--- src/rtl/rnn_mem_responder_if.sv ---
// rnn_mem_responder_if: host, accelerator and SRAM signal bundle for rnn_mem_responder.
// Defining RNN_WCOUNT_EN adds the wr_count signal to both modports.
interface rnn_mem_responder_if;
    logic        start;
    logic        x_valid;
    logic [31:0] x_data;
    logic        x_ready;
    logic        busy;
    logic        i_en;
    logic        mce;
    logic [2:0]  msel;
    logic [16:0] maddr;
    logic [19:0] mdata_w;
    logic        ready;
    logic [31:0] idata;
    logic [19:0] mdata_r;
    logic        sram_cs;
    logic        sram_we;
    logic [2:0]  sram_bank;
    logic [16:0] sram_addr;
    logic [19:0] sram_wdata;
    logic [19:0] sram_rdata;
    logic        done;
    logic        error;
`ifdef RNN_WCOUNT_EN
    logic [16:0] wr_count;
    modport slave (
        input  start, x_valid, x_data, busy, i_en, mce, msel, maddr, mdata_w, sram_rdata,
        output x_ready, ready, idata, mdata_r, sram_cs, sram_we, sram_bank, sram_addr,
               sram_wdata, done, error, wr_count
    );
    modport master (
        output start, x_valid, x_data, busy, i_en, mce, msel, maddr, mdata_w, sram_rdata,
        input  x_ready, ready, idata, mdata_r, sram_cs, sram_we, sram_bank, sram_addr,
               sram_wdata, done, error, wr_count
    );
`else
    modport slave (
        input  start, x_valid, x_data, busy, i_en, mce, msel, maddr, mdata_w, sram_rdata,
        output x_ready, ready, idata, mdata_r, sram_cs, sram_we, sram_bank, sram_addr,
               sram_wdata, done, error
    );
    modport master (
        output start, x_valid, x_data, busy, i_en, mce, msel, maddr, mdata_w, sram_rdata,
        input  x_ready, ready, idata, mdata_r, sram_cs, sram_we, sram_bank, sram_addr,
               sram_wdata, done, error
    );
`endif
endinterface

--- src/rtl/rnn_mem_responder.sv ---
// rnn_mem_responder: host-side SRAM/input-vector responder and start handshake for the RNN accelerator.
// Optional RNN_WCOUNT_EN adds wr_count, a saturating count of SRAM writes in the current run.
module rnn_mem_responder #(
    parameter int FIFO_DEPTH    = 4,
    parameter int START_TIMEOUT = 16
) (
    input logic clk,
    input logic reset,
    rnn_mem_responder_if.slave bus
);
    localparam int AW = $clog2(FIFO_DEPTH);
    localparam int TW = $clog2(START_TIMEOUT + 1);
    localparam logic [TW-1:0] TMAX = TW'(START_TIMEOUT);

    typedef enum logic [2:0] {S_IDLE, S_ARM, S_WAIT, S_RUN, S_DRAIN} state_t;

    state_t        state;
    logic [TW-1:0] timer;
    logic [31:0]   mem [FIFO_DEPTH];
    logic [AW-1:0] wp, rp;
    logic [AW:0]   cnt;
    logic [31:0]   idata_r;
    logic          ready_r, done_r, error_r;
    logic          full, empty, push, pop, h_wr, wr_en;

    // a full FIFO still takes a push when the same cycle pops
    always_comb begin
        full = cnt[AW];
        empty = cnt == '0;
        pop = bus.i_en & ~empty;
        push = bus.x_valid & (~full | pop);
        h_wr = bus.mce & (bus.msel == 3'b101);
        wr_en = h_wr & (state == S_RUN || state == S_DRAIN);
    end

    assign bus.x_ready    = ~full;
    assign bus.sram_cs    = bus.mce;
    assign bus.sram_bank  = bus.msel;
    assign bus.sram_addr  = bus.maddr;
    assign bus.sram_wdata = bus.mdata_w;
    assign bus.sram_we    = wr_en;
    assign bus.mdata_r    = (bus.mce & ~h_wr) ? bus.sram_rdata : '0;
    assign bus.ready      = ready_r;
    assign bus.done       = done_r;
    assign bus.error      = error_r;
    assign bus.idata      = idata_r;

    always_ff @(posedge clk)
        if (push) mem[wp] <= bus.x_data;

    always_ff @(posedge clk or posedge reset) begin
        if (reset) begin
            state <= S_IDLE;
            timer <= '0;
            wp <= '0;
            rp <= '0;
            cnt <= '0;
            idata_r <= '0;
            ready_r <= 1'b0;
            done_r <= 1'b0;
            error_r <= 1'b0;
        end else begin
            ready_r <= 1'b0;
            done_r <= 1'b0;
            cnt <= cnt + {{AW{1'b0}}, push} - {{AW{1'b0}}, pop};
            if (push) wp <= wp + 1'b1;
            if (pop) begin
                rp <= rp + 1'b1;
                idata_r <= mem[rp];
            end
            if (bus.i_en & empty) error_r <= 1'b1;
            case (state)
                S_IDLE: if (bus.start) begin
                    state <= S_ARM;
                    ready_r <= 1'b1;
                end else if (bus.busy) error_r <= 1'b1;
                S_ARM: begin
                    state <= S_WAIT;
                    timer <= '0;
                end
                S_WAIT: if (bus.busy) state <= S_RUN;
                else if (timer == TMAX) begin
                    error_r <= 1'b1;
                    state <= S_IDLE;
                end else timer <= timer + 1'b1;
                S_RUN: if (!bus.busy) begin
                    state <= S_DRAIN;
                    done_r <= 1'b1;
                end
                S_DRAIN: state <= S_IDLE;
                default: state <= S_IDLE;
            endcase
        end
    end

`ifdef RNN_WCOUNT_EN
    logic [16:0] wcnt;
    always_ff @(posedge clk or posedge reset) begin
        if (reset) wcnt <= '0;
        else if (state == S_IDLE && bus.start) wcnt <= '0;
        else if (wr_en && wcnt != '1) wcnt <= wcnt + 1'b1;
    end
    assign bus.wr_count = wcnt;
`endif
endmodule

--- src/flat_wrapper.sv ---
// flat-port wrapper written by rule: the top's interface ports become plain ports
module rnn_mem_responder_flat 
#(
    parameter int FIFO_DEPTH    = 4,
    parameter int START_TIMEOUT = 16
)
  (clk, reset, bus_start, bus_x_valid, bus_x_data, bus_busy, bus_i_en, bus_mce, bus_msel, bus_maddr, bus_mdata_w, bus_sram_rdata, bus_x_ready, bus_ready, bus_idata, bus_mdata_r, bus_sram_cs, bus_sram_we, bus_sram_bank, bus_sram_addr, bus_sram_wdata, bus_done, bus_error);
  rnn_mem_responder_if bus_i ();
  input logic clk;
  input logic reset;
  input wire logic [$bits(bus_i.start)-1:0] bus_start;
  input wire logic [$bits(bus_i.x_valid)-1:0] bus_x_valid;
  input wire logic [$bits(bus_i.x_data)-1:0] bus_x_data;
  input wire logic [$bits(bus_i.busy)-1:0] bus_busy;
  input wire logic [$bits(bus_i.i_en)-1:0] bus_i_en;
  input wire logic [$bits(bus_i.mce)-1:0] bus_mce;
  input wire logic [$bits(bus_i.msel)-1:0] bus_msel;
  input wire logic [$bits(bus_i.maddr)-1:0] bus_maddr;
  input wire logic [$bits(bus_i.mdata_w)-1:0] bus_mdata_w;
  input wire logic [$bits(bus_i.sram_rdata)-1:0] bus_sram_rdata;
  output wire logic [$bits(bus_i.x_ready)-1:0] bus_x_ready;
  output wire logic [$bits(bus_i.ready)-1:0] bus_ready;
  output wire logic [$bits(bus_i.idata)-1:0] bus_idata;
  output wire logic [$bits(bus_i.mdata_r)-1:0] bus_mdata_r;
  output wire logic [$bits(bus_i.sram_cs)-1:0] bus_sram_cs;
  output wire logic [$bits(bus_i.sram_we)-1:0] bus_sram_we;
  output wire logic [$bits(bus_i.sram_bank)-1:0] bus_sram_bank;
  output wire logic [$bits(bus_i.sram_addr)-1:0] bus_sram_addr;
  output wire logic [$bits(bus_i.sram_wdata)-1:0] bus_sram_wdata;
  output wire logic [$bits(bus_i.done)-1:0] bus_done;
  output wire logic [$bits(bus_i.error)-1:0] bus_error;
  assign bus_i.start = bus_start;
  assign bus_i.x_valid = bus_x_valid;
  assign bus_i.x_data = bus_x_data;
  assign bus_i.busy = bus_busy;
  assign bus_i.i_en = bus_i_en;
  assign bus_i.mce = bus_mce;
  assign bus_i.msel = bus_msel;
  assign bus_i.maddr = bus_maddr;
  assign bus_i.mdata_w = bus_mdata_w;
  assign bus_i.sram_rdata = bus_sram_rdata;
  assign bus_x_ready = bus_i.x_ready;
  assign bus_ready = bus_i.ready;
  assign bus_idata = bus_i.idata;
  assign bus_mdata_r = bus_i.mdata_r;
  assign bus_sram_cs = bus_i.sram_cs;
  assign bus_sram_we = bus_i.sram_we;
  assign bus_sram_bank = bus_i.sram_bank;
  assign bus_sram_addr = bus_i.sram_addr;
  assign bus_sram_wdata = bus_i.sram_wdata;
  assign bus_done = bus_i.done;
  assign bus_error = bus_i.error;
  rnn_mem_responder #(.FIFO_DEPTH(FIFO_DEPTH), .START_TIMEOUT(START_TIMEOUT)) u_core (.clk(clk), .reset(reset), .bus(bus_i));
endmodule
--- config.mk ---
export PLATFORM = sky130hd
export DESIGN_NAME = rnn_mem_responder_flat
export DESIGN_NICKNAME = d
export VERILOG_FILES = /design/src/rtl/rnn_mem_responder_if.sv /design/src/rtl/rnn_mem_responder.sv /design/src/flat_wrapper.sv
export SDC_FILE = /design/constraint.sdc
export NUM_CORES = 1
export LEC_CHECK = 0
export CORE_ASPECT_RATIO = 0.75
export CORE_MARGIN = 2
export CORE_UTILIZATION = 52
export CTS_BUF_LIST = sky130_fd_sc_hd__clkbuf_4 sky130_fd_sc_hd__clkbuf_8 sky130_fd_sc_hd__clkbuf_16
export CTS_CLUSTER_SIZE = 16
export DETAILED_ROUTE_END_ITERATION = 10
export GPL_ROUTABILITY_DRIVEN = 0
export PLACE_DENSITY_LB_ADDON = 0.08
export REMOVE_ABC_BUFFERS = 1
export SLEW_MARGIN = 20
export SYNTH_ARGS = -nofsm -noshare
export SYNTH_HDL_FRONTEND = slang
export SYNTH_SLANG_ARGS = --single-unit
--- constraint.sdc ---
create_clock -name clk -period 7.65 [get_ports clk]
set_clock_uncertainty 0.05 [all_clocks]
set_input_delay 1.53 -clock clk [delete_from_list [all_inputs] [get_ports clk]]
set_output_delay 1.53 -clock clk [all_outputs]
set_load 0.02 [all_outputs]
==> results.cfg <==
[timing]
period_minus_slack_ps = 5080
tns_ps = 0
rsz0062_at_grt = false
fin_crit_sh = 0.664
slew_viol_final = 0
hold_violations = 0
relSlewSlack = 0.372
finalSetupViolations = 0
tightest_slew_ps = 942
fmax_mhz = 197

[critical_path]
worstPathRequired_ps = 6070
critPathKind = input port to primary output
critPathLaunchType = input port
end_kind = primary output
worstPathArrival_ps = 3500
cp_max_fo = 21

[synthesis]
ys.warnings.count = 0
yosysTopAreaCellShare = 0.531
synth_top_area_cell = edfxtp_1
synthTopCellsByArea = edfxtp_1, dfrtp_1, mux4_2
yosysSeqAreaShare = 0.704
syn_area_per_cell_um2 = 15.6
ys.flop_type = edfxtp_1
async_reset_ff_frac = 0.281
synth_common_cells = edfxtp_1, nand2_1, dfrtp_1
ys_types = 42
netlist_area_um2 = 7240
ys_seq_elements = 178
yosysMostFrequentCell = edfxtp_1
syn_inst = 465
synth_edf_count = 128

[floorplanning]
die-area_um2 = 14900
rows = 37
die_width_um = 140
die_h_um = 106
io_pins = 197
start_util = 0.530
core_area_um2 = 13700

[status]
outcome = finished clean

[global_route]
grt_usage = 0.211
grt_pass1_wl_um = 22900
antenna_found_initial = 0
grt_pass1_vias = 3968
grt_max_degree = 51
overflow = 0

[placed_design]
hpwl_um = 9300
io_buffers = 122
placed_area_um2 = 8320

[clocking]
clock-sinks = 178
clk_pin_slew_ps = 60
worstSkewPairLatency_ps = 410
cts_root_buffer = clkbuf_16
clockBufferDepth = 2
cts_resized = 0
cts_buffers = 17
cts_hold_buf = 0
cts.htree.levels = 4
cts_setup_buffers = 0
cts_tree = done

[layout]
synthToLayoutAreaGrowth_pct = 22.5
final_area_um2 = 8870
antennaDiodeCount = 0
drive_above_1_share = 0.139
fin_nets = 656

[power]
power.switching_mw = 0.970
total_power_mw = 3.19
p_seq_frac = 0.455
p_sw_frac = 0.304
p_per_area_nw_per_um2 = 360
comb_power_share = 0.297
internal-power_mw = 2.22
clockPowerShare = 0.249
p_leak_nw = 3.38
ir_drop_mv = 0.240

[detailed_routing]
drt_drc_violations_left = 0
drt_iter0_drc = 216
vias = 3993
dr.pass1.iters = 4
avgRoutedWirePerCell_um = 20.3
drt.antenna.violating_nets = 0
routed_wl_um = 15000
drt-vias-per-instance = 5.43

[hold_path]
min_path_type = register to register

[job]
cap_violations = 0
==> final cells by class <==
class	instances	area, um^2
multi-input cells	211	1700
well taps	175	219
fillers	979	4790
inverters	15	56.3
repair buffers	125	1240
clock buffers	26	512
clock inverters	6	33.8
flip-flops and latches	178	5100
==> cell families after synthesis <==
logic type      synth area share
compound gates            0.0145
xor+xnor                 0.00605
fa+ha+maj                 0.0166
buf+inv                   0.0627
flops                      0.704
mux                        0.102
simple gates              0.0938
==> power by group through the flow <==
| stage | combinational [mW] | sequential, mW | clock, mW |
|---|---|---|---|
| after global placement | 0.948 | 1.46 | 0 |
| after global routing | 1.03 | 1.49 | 0.848 |
| final | 0.947 | 1.45 | 0.794 |
| after floorplan | 0.471 | 1.56 | 0 |
| after CTS | 0.963 | 1.46 | 0.813 |
| after detailed placement | 0.959 | 1.48 | 0 |
==> registers in the layout (all words and copies together), names as in the netlist <==
register / cells
u_core.mem: 128
u_core.timer: 5
u_core.bus.done: 1
u_core.wp: 2
u_core.cnt: 3
u_core.rp: 2
u_core.bus.idata: 32
u_core.bus.error: 1
u_core.state: 3
u_core.bus.ready: 1
==> through the flow <==
step                std cells  hold slack [ps]  setup WS (ps)  utilization
finish                    736              418           2570        0.649
global route              736              445           2450        0.649
CTS                       736              427           2590        0.649
detailed placement        704              412           2580        0.609
global placement          704              406           2760        0.609
floorplan                 404              389           3570            -
==> worst max-delay path: stages <==
cell and delay, ps:
clkdlybuf4s50_1 410, nand3b_1 510, a211oi_1 360, clkdlybuf4s50_1 680
==> final timing paths <==
kind                                                   from                               end  slack [ps]  cells after the start
setup / recovery                                bus_msel[1]                       bus_sram_we        2570                      4
hold / removal             u_core.bus.idata[24]$_DFFE_PP0P_  u_core.bus.idata[24]$_DFFE_PP0P_         420                      2
setup reg to reg                    u_core.cnt[2]$_DFF_PP0_           u_core.cnt[2]$_DFF_PP0_        4690                     10
hold reg to reg            u_core.bus.idata[24]$_DFFE_PP0P_  u_core.bus.idata[24]$_DFFE_PP0P_         420                      2
max in group asynchronous                             reset          u_core.rp[0]$_DFFE_PP0P_        5480                      3
min in group asynchronous                             reset         u_core.bus.done$_DFF_PP0_        1570                      3
==> layout by cell type, fill, tap and decap left out, drive strengths merged, types with 2 or more instances in the layout <==
cell type	synthesis	final
edfxtp	128	128
clkdlybuf4s50	0	122
nand2	99	99
dfrtp	50	50
mux4	32	32
clkbuf	14	26
and3	21	21
inv	15	15
ha	8	8
nor2	6	6
xnor2	5	5
and2	4	4
clkinv	0	4
nand3	3	3
o21ai	3	3
a21oi	3	3
buf	47	3
nor3b	2	2
nand2b	2	2
o22ai	2	2
nor3	2	2
clkinvlp	0	2
==> routing by layer <==
layer	routed length (um)	track usage
met1	6690	0.289
met2	6700	0.301
met3	1350	0.0914
met4	197	0.0743
met5	40	0.0491
Power figures use the tool's default switching activity.
